**src/rtl/mem_port_arbiter.sv**
```systemverilog
// -----------------------------------------------------------------------------
// mem_port_arbiter
//
// Shares one unified memory port between two masters. Master 0 is the core's
// fetch/load/store path and master 1 is a loader/DMA or debug port. One request
// is latched at a time. The memory strobe is held for MEM_LAT cycles, read data
// is captured at the end of the access, and a one-cycle acknowledge goes back to
// the master that owns the transaction.
//
// Parameters
//   MEM_LAT    cycles the strobe is held before mem_rdata is valid (1..15)
//
// Ports
//   clk        clock; all state changes on the rising edge
//   nrst       asynchronous reset, active-high (asserted = 1)
//   mN_req     master N request level, held until mN_ack
//   mN_we      master N write (1) / read (0)
//   mN_addr    master N byte address
//   mN_wdata   master N write data
//   mN_rdata   master N read data (registered, held until its next read)
//   mN_ack     master N one-cycle completion pulse
//   mem_addr   registered memory address
//   mem_wdata  registered memory write data
//   mem_re     memory read strobe
//   mem_we     memory write strobe
//   mem_rdata  memory read data
//   owner      index of the current or last granted master
//   busy       high whenever the FSM is not in IDLE
//
// Build option
//   ARB_ROUND_ROBIN_EN  when defined, simultaneous requests alternate. The
//                       grant goes to the master that is not the current
//                       owner. When undefined, master 0 has fixed priority.
// -----------------------------------------------------------------------------
module mem_port_arbiter #(
    parameter int unsigned MEM_LAT = 1
) (
    input  logic        clk,
    input  logic        nrst,
    input  logic        m0_req,
    input  logic        m0_we,
    input  logic [31:0] m0_addr,
    input  logic [31:0] m0_wdata,
    output logic [31:0] m0_rdata,
    output logic        m0_ack,
    input  logic        m1_req,
    input  logic        m1_we,
    input  logic [31:0] m1_addr,
    input  logic [31:0] m1_wdata,
    output logic [31:0] m1_rdata,
    output logic        m1_ack,
    output logic [31:0] mem_addr,
    output logic [31:0] mem_wdata,
    output logic        mem_re,
    output logic        mem_we,
    input  logic [31:0] mem_rdata,
    output logic        owner,
    output logic        busy
);

    typedef enum logic [1:0] {
        IDLE   = 2'd0,
        ACCESS = 2'd1,
        DONE   = 2'd2
    } state_t;

    state_t      state_q;
    logic [3:0]  cnt_q;
    logic        owner_q;
    logic        mem_re_q;
    logic        mem_we_q;
    logic [31:0] mem_addr_q;
    logic [31:0] mem_wdata_q;
    logic [31:0] m0_rdata_q;
    logic [31:0] m1_rdata_q;
    logic        m0_ack_q;
    logic        m1_ack_q;

    // Grant decision and the winner's request fields, used only in IDLE.
    logic        any_req;
    logic        grant_d;
    logic        sel_we_d;
    logic [31:0] sel_addr_d;
    logic [31:0] sel_wdata_d;

    assign any_req = m0_req | m1_req;

    always_comb begin
        grant_d = 1'b0;
`ifdef ARB_ROUND_ROBIN_EN
        // On a conflict, grant the master that did not own the last
        // transaction. owner resets to 1, so master 0 wins the first conflict.
        if (m0_req && m1_req) begin
            grant_d = ~owner_q;
        end else begin
            grant_d = ~m0_req;
        end
`else
        grant_d = ~m0_req;
`endif
        sel_we_d    = grant_d ? m1_we    : m0_we;
        sel_addr_d  = grant_d ? m1_addr  : m0_addr;
        sel_wdata_d = grant_d ? m1_wdata : m0_wdata;
    end

    always_ff @(posedge clk or posedge nrst) begin
        if (nrst) begin
            state_q     <= IDLE;
            cnt_q       <= 4'd0;
            owner_q     <= 1'b1;
            mem_re_q    <= 1'b0;
            mem_we_q    <= 1'b0;
            mem_addr_q  <= 32'd0;
            mem_wdata_q <= 32'd0;
            m0_rdata_q  <= 32'd0;
            m1_rdata_q  <= 32'd0;
            m0_ack_q    <= 1'b0;
            m1_ack_q    <= 1'b0;
        end else begin
            case (state_q)
                // Arbitrate and latch the winning request.
                IDLE: begin
                    m0_ack_q <= 1'b0;
                    m1_ack_q <= 1'b0;
                    if (any_req) begin
                        state_q     <= ACCESS;
                        owner_q     <= grant_d;
                        mem_addr_q  <= sel_addr_d;
                        mem_wdata_q <= sel_wdata_d;
                        mem_re_q    <= ~sel_we_d;
                        mem_we_q    <= sel_we_d;
                        cnt_q       <= 4'(MEM_LAT - 1);
                    end
                end

                // Hold the strobes for MEM_LAT cycles. The transaction completes
                // even if the requester drops req here.
                ACCESS: begin
                    if (cnt_q == 4'd0) begin
                        state_q  <= DONE;
                        mem_re_q <= 1'b0;
                        mem_we_q <= 1'b0;
                        // mem_we_q still reflects the latched direction here.
                        if (!mem_we_q) begin
                            if (owner_q) begin
                                m1_rdata_q <= mem_rdata;
                            end else begin
                                m0_rdata_q <= mem_rdata;
                            end
                        end
                        m0_ack_q <= ~owner_q;
                        m1_ack_q <= owner_q;
                    end else begin
                        cnt_q <= cnt_q - 4'd1;
                    end
                end

                // The ack is visible in this cycle. Return to IDLE unconditionally.
                DONE: begin
                    state_q  <= IDLE;
                    m0_ack_q <= 1'b0;
                    m1_ack_q <= 1'b0;
                end

                default: begin
                    state_q  <= IDLE;
                    mem_re_q <= 1'b0;
                    mem_we_q <= 1'b0;
                    m0_ack_q <= 1'b0;
                    m1_ack_q <= 1'b0;
                end
            endcase
        end
    end

    assign m0_rdata  = m0_rdata_q;
    assign m1_rdata  = m1_rdata_q;
    assign m0_ack    = m0_ack_q;
    assign m1_ack    = m1_ack_q;
    assign mem_addr  = mem_addr_q;
    assign mem_wdata = mem_wdata_q;
    assign mem_re    = mem_re_q;
    assign mem_we    = mem_we_q;
    assign owner     = owner_q;
    assign busy      = (state_q != IDLE);

endmodule
```
**config.mk**
```make
export PLATFORM = sky130hd
export DESIGN_NAME = mem_port_arbiter
export DESIGN_NICKNAME = d
export VERILOG_FILES = /design/src/rtl/mem_port_arbiter.sv
export SDC_FILE = /design/constraint.sdc
export NUM_CORES = 1
export LEC_CHECK = 0
export ABC_AREA = 1
export CELL_PAD_IN_SITES_DETAIL_PLACEMENT = 0
export CELL_PAD_IN_SITES_GLOBAL_PLACEMENT = 1
export CORE_UTILIZATION = 30
export CTS_BUF_LIST = sky130_fd_sc_hd__clkbuf_4
export DETAILED_ROUTE_END_ITERATION = 8
export PLACE_DENSITY_LB_ADDON = 0.3
export SYNTH_ARGS = -nofsm -noshare
export SYNTH_HDL_FRONTEND = slang
export SYNTH_SLANG_ARGS = --single-unit
```
**constraint.sdc**
```tcl
create_clock -name clk -period 6.28 [get_ports clk]
set_input_delay 1.256 -clock clk [delete_from_list [all_inputs] [get_ports clk]]
set_output_delay 1.256 -clock clk [all_outputs]
set_load 0.005 [all_outputs]
```
* After elaboration in Yosys (flattened, before gate mapping) *
Cells that the tools add are included.

operators by class
  reduce and logical (&&, ||, !) cells = 10
  $mul = 0
  shifts and indexed selects = 0
  multiplexer cells = 18
  bitwise gates (word level) = 6
  eq/ne operators = 5
  div/mod/pow operators = 0
  add/subtract/negate cells = 1
  magnitude comparators = 0

operator list
  cell                                                                 count
  32-bit two-way mux                                                   2
  1-bit two-way mux                                                    8
  4-bit two-way mux                                                    2
  4-bit one-hot mux with 2 select lines                                1
  4-bit AND reduction                                                  2
  2-bit != test (second input constant)                                3
  1-bit one-hot mux with 3 select lines                                2
  3-bit AND reduction                                                  2
  1-bit NOT                                                            5
  4-bit zero test                                                      1
  2-bit two-way mux                                                    2
  2-bit one-hot mux with 2 select lines                                1
  2-bit AND reduction                                                  2
  2-bit nonzero test                                                   2
  4-bit by 1-bit subtractor with 4-bit output (second input constant)  1
  2-bit by 1-bit == test with 1-bit output (second input constant)     1
  2-bit == test (second input constant)                                1
  2-bit zero test                                                      1
  1-bit bitwise OR                                                     1

storage, ports and cells
  input bits = 166
  output and inout bits = 134
  latch bits = 0
  flip-flop bits (word level) = 139
  memories = 0
  memory bits (writable) = 0
  bits in read-only memories = 0

* Longest topological paths before layout *
Gate-level depths: netlist of the first run.

  depth after elaboration = 4
  depth in mapped cells = 8
  mapped depth without buffers = 7

* Least setup slack after synthesis of the first run *
OpenSTA, ideal clock, no wires.

  path kind = input to register
  start = input m0_req
  end = register mem_we_q (netlist: mem_we)
  stages on the path = 5
  path buffers = 3
  required time = 6146 ps
  slack = 4160 ps
  data arrival time = 1986 ps
  cells stage by stage = buf_4 buf_4 buf_2 mux2i_1 o21ai_0

between the ends
  cells in the longest elaborated chain, start to end = 3
  elaborated cells between the ends (all ways) = 6
  those cells by class = eq/ne (1); mux (3); bitwise (1); reduce/logical (1)

ends and longest elaborated chain
  item                                                                          RTL line  RTL
  from (decl)                                                                   40        input logic m0_req,
  1-bit two-way mux or 1-bit bitwise OR (tied branches)                         101, 86
  1-bit two-way mux or 2-bit != test (tied branches)                            n/a
  1-bit one-hot mux with 3 select lines or 3-bit AND reduction (tied branches)  n/a
  to (signal assigned)                                                          131       mem_we_q <= sel_we_d;
  to (decl)                                                                     71        logic mem_we_q;

Parallel ways exist; a longest one is shown, timed or not. The select of a mux whose other input is x is not followed.
A chain may end at the register's enable or synchronous reset.

* Final worst setup path of the first run *
  start = register state_q[0]
  end = output busy

between the ends
  cells in the longest elaborated chain, start to end = 1

ends and longest elaborated chain
  item                    RTL line  RTL
  from (decl)             67        state_t state_q;
  from (signal assigned)  108       state_q <= IDLE;
  from (signal assigned)  126       state_q <= ACCESS;
  from (signal assigned)  140       state_q <= DONE;
  2-bit nonzero test      185       assign busy = (state_q != IDLE);
  to (decl)               58        output logic busy

No other way between the ends.

==> run metrics, run 1 <==
outcome complete, no violations; Final period util 48.20%; total grt overflow 0; worst relative slew slack 22.13%; fraction of layout cells with a size suffix above 1 5.927%; P_sw 1.484 mW; arrival time at the worst endpoint 1770 ps; CP Max Fanout 3; RD Place Congestion 0.7885; gate count after technology mapping between 700 and 800; number of synthesized register bits 139; share of the synthesized area in the top cell type 55.29%; Worst Hold Class flip-flop to flip-flop; DRT iter0 DRCs 256; part of the power in registers 37.8%; CP Launch Point state_q[0]; R2R cell count 7; commonest non-fill, non-tap cell in the layout clkdlybuf4s50_1; Final Non-Filler Cells between 1000 and 1500; Final Hold Fails 0; wire length per cell 13.88 µm; core area slightly above 20000 µm²; post-synthesis cell type count 28; r2r startpoint cnt_q[0]; hold path endpoint m1_rdata[19]; Worst-Skew Late Latency 530 ps; Clk pwr share between 10% and 20%; Syn. warnings 0; Placed Area 9351 µm²; DRC 0; largest net degree at the start of global routing slightly above 90; RSZ-0062 raised after global routing false; Resize count post-CTS 0; H-tree levels 4; maxcap violations 0; Setup Crit Path Kind flip-flop to primary output; post-synthesis sequential area ratio 55.71%; area of the die 21400 µm²; remaining antenna violation count 0; Max Clock Freq 330.4 MHz; syn nets 921; Post-Synthesis Cell Area 6246 µm²; dpl hpwl 13000 µm; clk root buf clkbuf_4; Peak supply drop 0.1849 mV; Final Skew 16.61 ps; Layout Nets 1201; Mean Syn Cell Area between 8 and 9 µm²; post-placement cell count 1284; number of synthesized flops with an enable pin 0; CTS sink cnt 139; share of synthesized flip-flops with an asynchronous set or reset 100.0%; Register-to-Register Setup Slack 3660 ps; first-pass GRT wire length 29440 µm; design area 9659 µm²; routed vias 5659; hold buffer count at cts 0; Int Pwr 2.711 mW; CTS tree yes; Synth area leaders dfrtp_1 (55%), nand2_1 (18%), o21ai_0 (6.8%), inv_1 (4.4%), o21ai_1 (3.9%); worst slew pin tran around 1200 ps; Die Width 146.3 µm; crit path capture type primary output; Die Y approximately 150 µm; Sum Neg Setup Slack 0 ps; Max Slew Vio Count 0; port bufs roughly 300; Final setup viols 0; fin worst setup slack 3253 ps; Tot Pwr 4.195 mW; WHS Path Cells 2; Place WS 3150 ps; Reg clk slew, reported paths roughly 120 ps; ys flop type dfrtp_1; Static Leak 4.588 nW; DRT Pass-1 Iters 4; initial antenna violation count 1; Num CTS Buffers 17; via count of the first global-routing pass 5484; hold path start m1_rdata[19]; pwr dens 434.3 nW/µm²; Logic pwr share a little under half; Initial Util between 30 and 40%; most frequent cells in the layout clkdlybuf4s50_1 (298), nand2_1 (294), dfrtp_1 (138), o21ai_0 (85), inv_1 (72); FP Rows 52; total I/O pin count 300; GRT Resource Usage Total between 10% and 20%; RR Endpoint m1_rdata[15]; switch share between 30% and 40%; Area Growth Syn to Fin 54.65%; Startpoint Class flip-flop; Worst Path Required 5020 ps; CTS max path bufs 2; Via density 4.297; Tmin final just over 3000 ps; WL final 18280 µm; area leader, netlist dfrtp_1; Setup Fix Bufs, Post-CTS 0
[metrics by stage]
| stage | hold WS, ps | util [%] |
|---|---|---|
| floorplan | 465.4 | - |
| global placement | 452.3 | 46.07 |
| finish | 486.0 | 47.58 |
| CTS | 487.1 | 47.57 |
| detailed placement | 457.7 | 46.07 |
| global route | 512.1 | 47.58 |
[metal layers]
| layer | wire, µm | vias to the layer above | part of all wire, % | global-route usage [%] |
|---|---|---|---|---|
| met4 | 281 | 0 | 1.5 | 5.573 |
| met2 | 8300 | 218 | 45 | 28.07 |
| li1 | - | 2910 | - | - |
| met5 | 0 | - | 0 | 0 |
| met1 | 8158 | 2514 | 45 | 22.22 |
| met3 | 1534 | 17 | 8.4 | 6.375 |
[cells by family after synthesis]
kind of cell / Yosys count / synth area share, %
AO/OA/AOI/OAI: 136 / 11.12
flip-flops: 139 / 55.71
adder cells (fa/ha/maj): 2 / 0.4006
buffers and inverters: 119 / 8.894
XOR/XNOR: 1 / 0.1402
AND/OR/NAND/NOR: 355 / 23.58
multiplexers: 1 / 0.1603
[synthesized netlist by cell type, types with 2 or more instances]
cell and count:
clkbuf_1 12, nor2_1 7, o21ai_0 85, nand2_2 11, buf_4 3, dfrtp_1 138
inv_1 73, ha_1 2, nand2_4 3, nand2_1 294, buf_6 8, o21ai_1 49
nand3_1 34, buf_2 20
[power groups by stage]
stage                     Combinational [mW]  Clock (mW)  Sequential, mW
final                                   1.98       0.628            1.58
after global routing                    2.21       0.690            1.65
after CTS                               2.03       0.654            1.59
after detailed placement                2.02           0            1.60
after global placement                  2.02           0            1.59
after floorplan                        0.825           0            1.62
[worst max-delay path by stage]
stage / depth (start not counted) / slack, ps / end
final: 3 / 3250 / busy
after CTS: 3 / 3170 / busy
after global placement: 3 / 3140 / mem_addr[22]
after global routing: 3 / 3100 / busy
after floorplan: 1 / 1300 / cnt_q[0]
after detailed placement: 3 / 3150 / mem_addr[13]
[cell type report]
| class | count | area, µm² |
|---|---|---|
| Inverter | 75 | 287.8 |
| Timing Repair Buffer | 305 | 3035 |
| Tap cell | 270 | 337.8 |
| Fill cell | 2008 | 10640 |
| Sequential cell | 139 | 3480 |
| Multi-Input combinational cell | 495 | 2211 |
| Clock inverter | 14 | 170.2 |
| Clock buffer | 18 | 135.1 |
| Antenna cell | 1 | 2.502 |
[critical path, stage by stage (launching register included)]
cell and delay, ps:
dfrtp_1 440, nor2_1 260, inv_1 70, clkdlybuf4s50_1 480
[registers in the layout, summed over array words and instances (netlist names)]
| name | cells |
|---|---|
| m0_rdata | 32 |
| m1_rdata | 32 |
| mem_addr | 32 |
| mem_wdata | 32 |
| cnt_q | 4 |
| state_q | 2 |
| m0_ack | 1 |
| m1_ack | 1 |
| mem_re | 1 |
| mem_we | 1 |
| owner | 1 |
Power figures use the tool's default switching activity.
==> inputs of run 2 (changes only) <==
==> constraint.sdc (replaced) <==
create_clock -name clk -period 3 [get_ports clk]
set_input_delay 0.6 -clock clk [delete_from_list [all_inputs] [get_ports clk]]
set_output_delay 0.6 -clock clk [all_outputs]
set_load 0.005 [all_outputs]
==> run metrics, run 2 (same netlist as run 1, synthesis figures left out) <==
Num CTS Buffers 17 (unchanged); core area 20300 µm² (unchanged); initial antenna violation count 2 (was 1); worst slew pin tran 793.4 ps (was 1165 ps); R2R cell count 7 (unchanged); hold path endpoint m1_rdata[15] (was m1_rdata[19]); Final Hold Fails 0 (unchanged); Max Slew Vio Count 0 (unchanged); WHS Path Cells 2 (unchanged); r2r startpoint cnt_q[0] (unchanged); Area Growth Syn to Fin 55.41% (was 54.65%); Worst-Skew Late Latency 530 ps (about the same); Startpoint Class flip-flop (unchanged); P_sw 3.157 mW (was 1.484 mW); Die Y 146.3 µm (unchanged); dpl hpwl 13150 µm (was 13000 µm); Final Non-Filler Cells 1319 (was 1317); critical-path cell list nor2_1 > inv_1 > clkdlybuf4s50_1 (unchanged); pwr dens 904.2 nW/µm² (was 434.3 nW/µm²); Layout Nets 1203 (was 1201); DRC 0 (unchanged); area of the die 21400 µm² (unchanged); first-pass GRT wire length 29510 µm (was 29440 µm); GRT Resource Usage Total 17.76% (was 17.62%); wire length per cell 14.08 µm (was 13.88 µm); Final Skew 13.02 ps (was 16.61 ps); Tot Pwr 8.776 mW (was 4.195 mW); Reg clk slew, reported paths 120 ps (about the same); Die Width 146.3 µm (unchanged); hold path start m1_rdata[15] (was m1_rdata[19]); Peak supply drop 0.4695 mV (was 0.1849 mV); design area 9707 µm² (was 9659 µm²); CTS tree yes (unchanged); Setup Crit Path Kind flip-flop to primary output (unchanged); CTS sink cnt 139 (unchanged); Static Leak 4.614 nW (was 4.588 nW); FP Rows 52 (unchanged); Clk pwr share 14.4% (was 15.0%); Setup Fix Bufs, Post-CTS 0 (unchanged); WL final 18570 µm (was 18280 µm); DRT iter0 DRCs 163 (was 256); RR Endpoint m0_rdata[5] (was m1_rdata[15]); slowest stage delay, CP 470 ps (was 480 ps); Int Pwr 5.619 mW (was 2.711 mW); most frequent cells in the layout clkdlybuf4s50_1 (298), nand2_1 (294), dfrtp_1 (138), o21ai_0 (85), inv_1 (72) (unchanged); Final setup viols 0 (unchanged); fraction of layout cells with a size suffix above 1 6.202% (was 5.927%); total I/O pin count 300 (unchanged); CP Max Fanout 3 (unchanged); clk root buf clkbuf_4 (unchanged); remaining antenna violation count 0 (unchanged); RD Place Congestion 0.7712 (was 0.7885); Placed Area 9415 µm² (was 9351 µm²); slowest CP cell clkdlybuf4s50_1 (unchanged); Resize count post-CTS 0 (unchanged); port bufs 299 (unchanged); part of the power in registers 38.0% (was 37.8%); RSZ-0062 raised after global routing false (unchanged); arrival time at the worst endpoint 1740 ps (was 1770 ps); crit path capture type primary output (unchanged); CTS max path bufs 2 (unchanged); switch share 35.97% (was 35.36%); final core occ 47.82% (was 47.58%); post-placement cell count 1286 (was 1284); worst relative slew slack 47.05% (was 22.13%); Logic pwr share 47.6% (was 47.3%); routed vias 5629 (was 5659); DRT Pass-1 Iters 4 (unchanged); Register-to-Register Setup Slack 1030 ps (was 3660 ps); Final period util 78.16%; Max Clock Freq 426.5 MHz; filler instances 2028 (was 2008); Initial Util 30.77% (unchanged); maxcap violations 0 (unchanged); via count of the first global-routing pass 5394 (was 5484); commonest non-fill, non-tap cell in the layout clkdlybuf4s50_1 (unchanged); H-tree levels 4 (unchanged); Tmin final 2345 ps; Sum Neg Setup Slack 0 ps (unchanged); hold buffer count at cts 0 (unchanged); outcome complete, no violations (unchanged); Worst Hold Class flip-flop to flip-flop (unchanged); total grt overflow 0 (unchanged); largest net degree at the start of global routing 131 (was 93); Via density 4.268 (was 4.297); Worst Path Required 2400 ps (was 5020 ps)
## run 2: final cells by class
| cell class | instances | area [µm²] | area share (%) |
|---|---|---|---|
| Sequential cell | 139 | 3480 | 35.85 |
| Timing Repair Buffer | 307 | 3100 | 31.94 |
| Multi-Input combinational cell | 495 | 2211 | 22.78 |
| Tap cell | 270 | 337.8 | 3.480 |
| Inverter | 75 | 286.5 | 2.952 |
| Clock inverter | 15 | 161.4 | 1.663 |
| Clock buffer | 17 | 127.6 | 1.315 |
| Antenna cell | 1 | 2.502 | 0.02578 |
## run 2: worst max-delay path: cells and delay by family, from the launching register on
kind,cells,cell delay (ps)
buf+inv,2,530
flops,1,440
simple gates,1,230
## run 2: worst max path at each step
stage / startpoint / to / slack [ps] / cells after the start
after floorplan: nrst / cnt_q[0] / 670 / 1
final: state_q[0] / busy / 660 / 3
after global routing: state_q[0] / busy / 520 / 3
after CTS: state_q[0] / busy / 560 / 3
after global placement: m1_req / mem_re / 920 / 6
after detailed placement: m1_req / mem_wdata[22] / 870 / 4
## run 2: per-layer routing
metal	global-route usage (%)	vias to the layer above	wire length, µm
met1	22.27	2488	7865
met4	5.521	2	179
met3	6.969	13	1783
li1	-	2904	-
met5	0	-	11
met2	28.05	222	8729
## run 2: power by group through the flow
stage          logic, mW  registers [mW]  clock network (mW)
2_1_floorplan       1.73            3.40                   0
3_3_place_gp        4.25            3.34                   0
3_5_place_dp        4.26            3.37                   0
4_1_cts             4.27            3.35                1.33
5_1_grt             4.63            3.46                1.41
6_report            4.18            3.34                1.26
## run 2: through the flow
step	hold WS, ps	worst slack, ps
2_1_floorplan	465.4	665.7
3_3_place_gp	453.3	923.5
3_5_place_dp	457.4	865.2
4_1_cts	487.6	564.1
5_1_grt	504.4	520.0
6_report	482.2	655.3
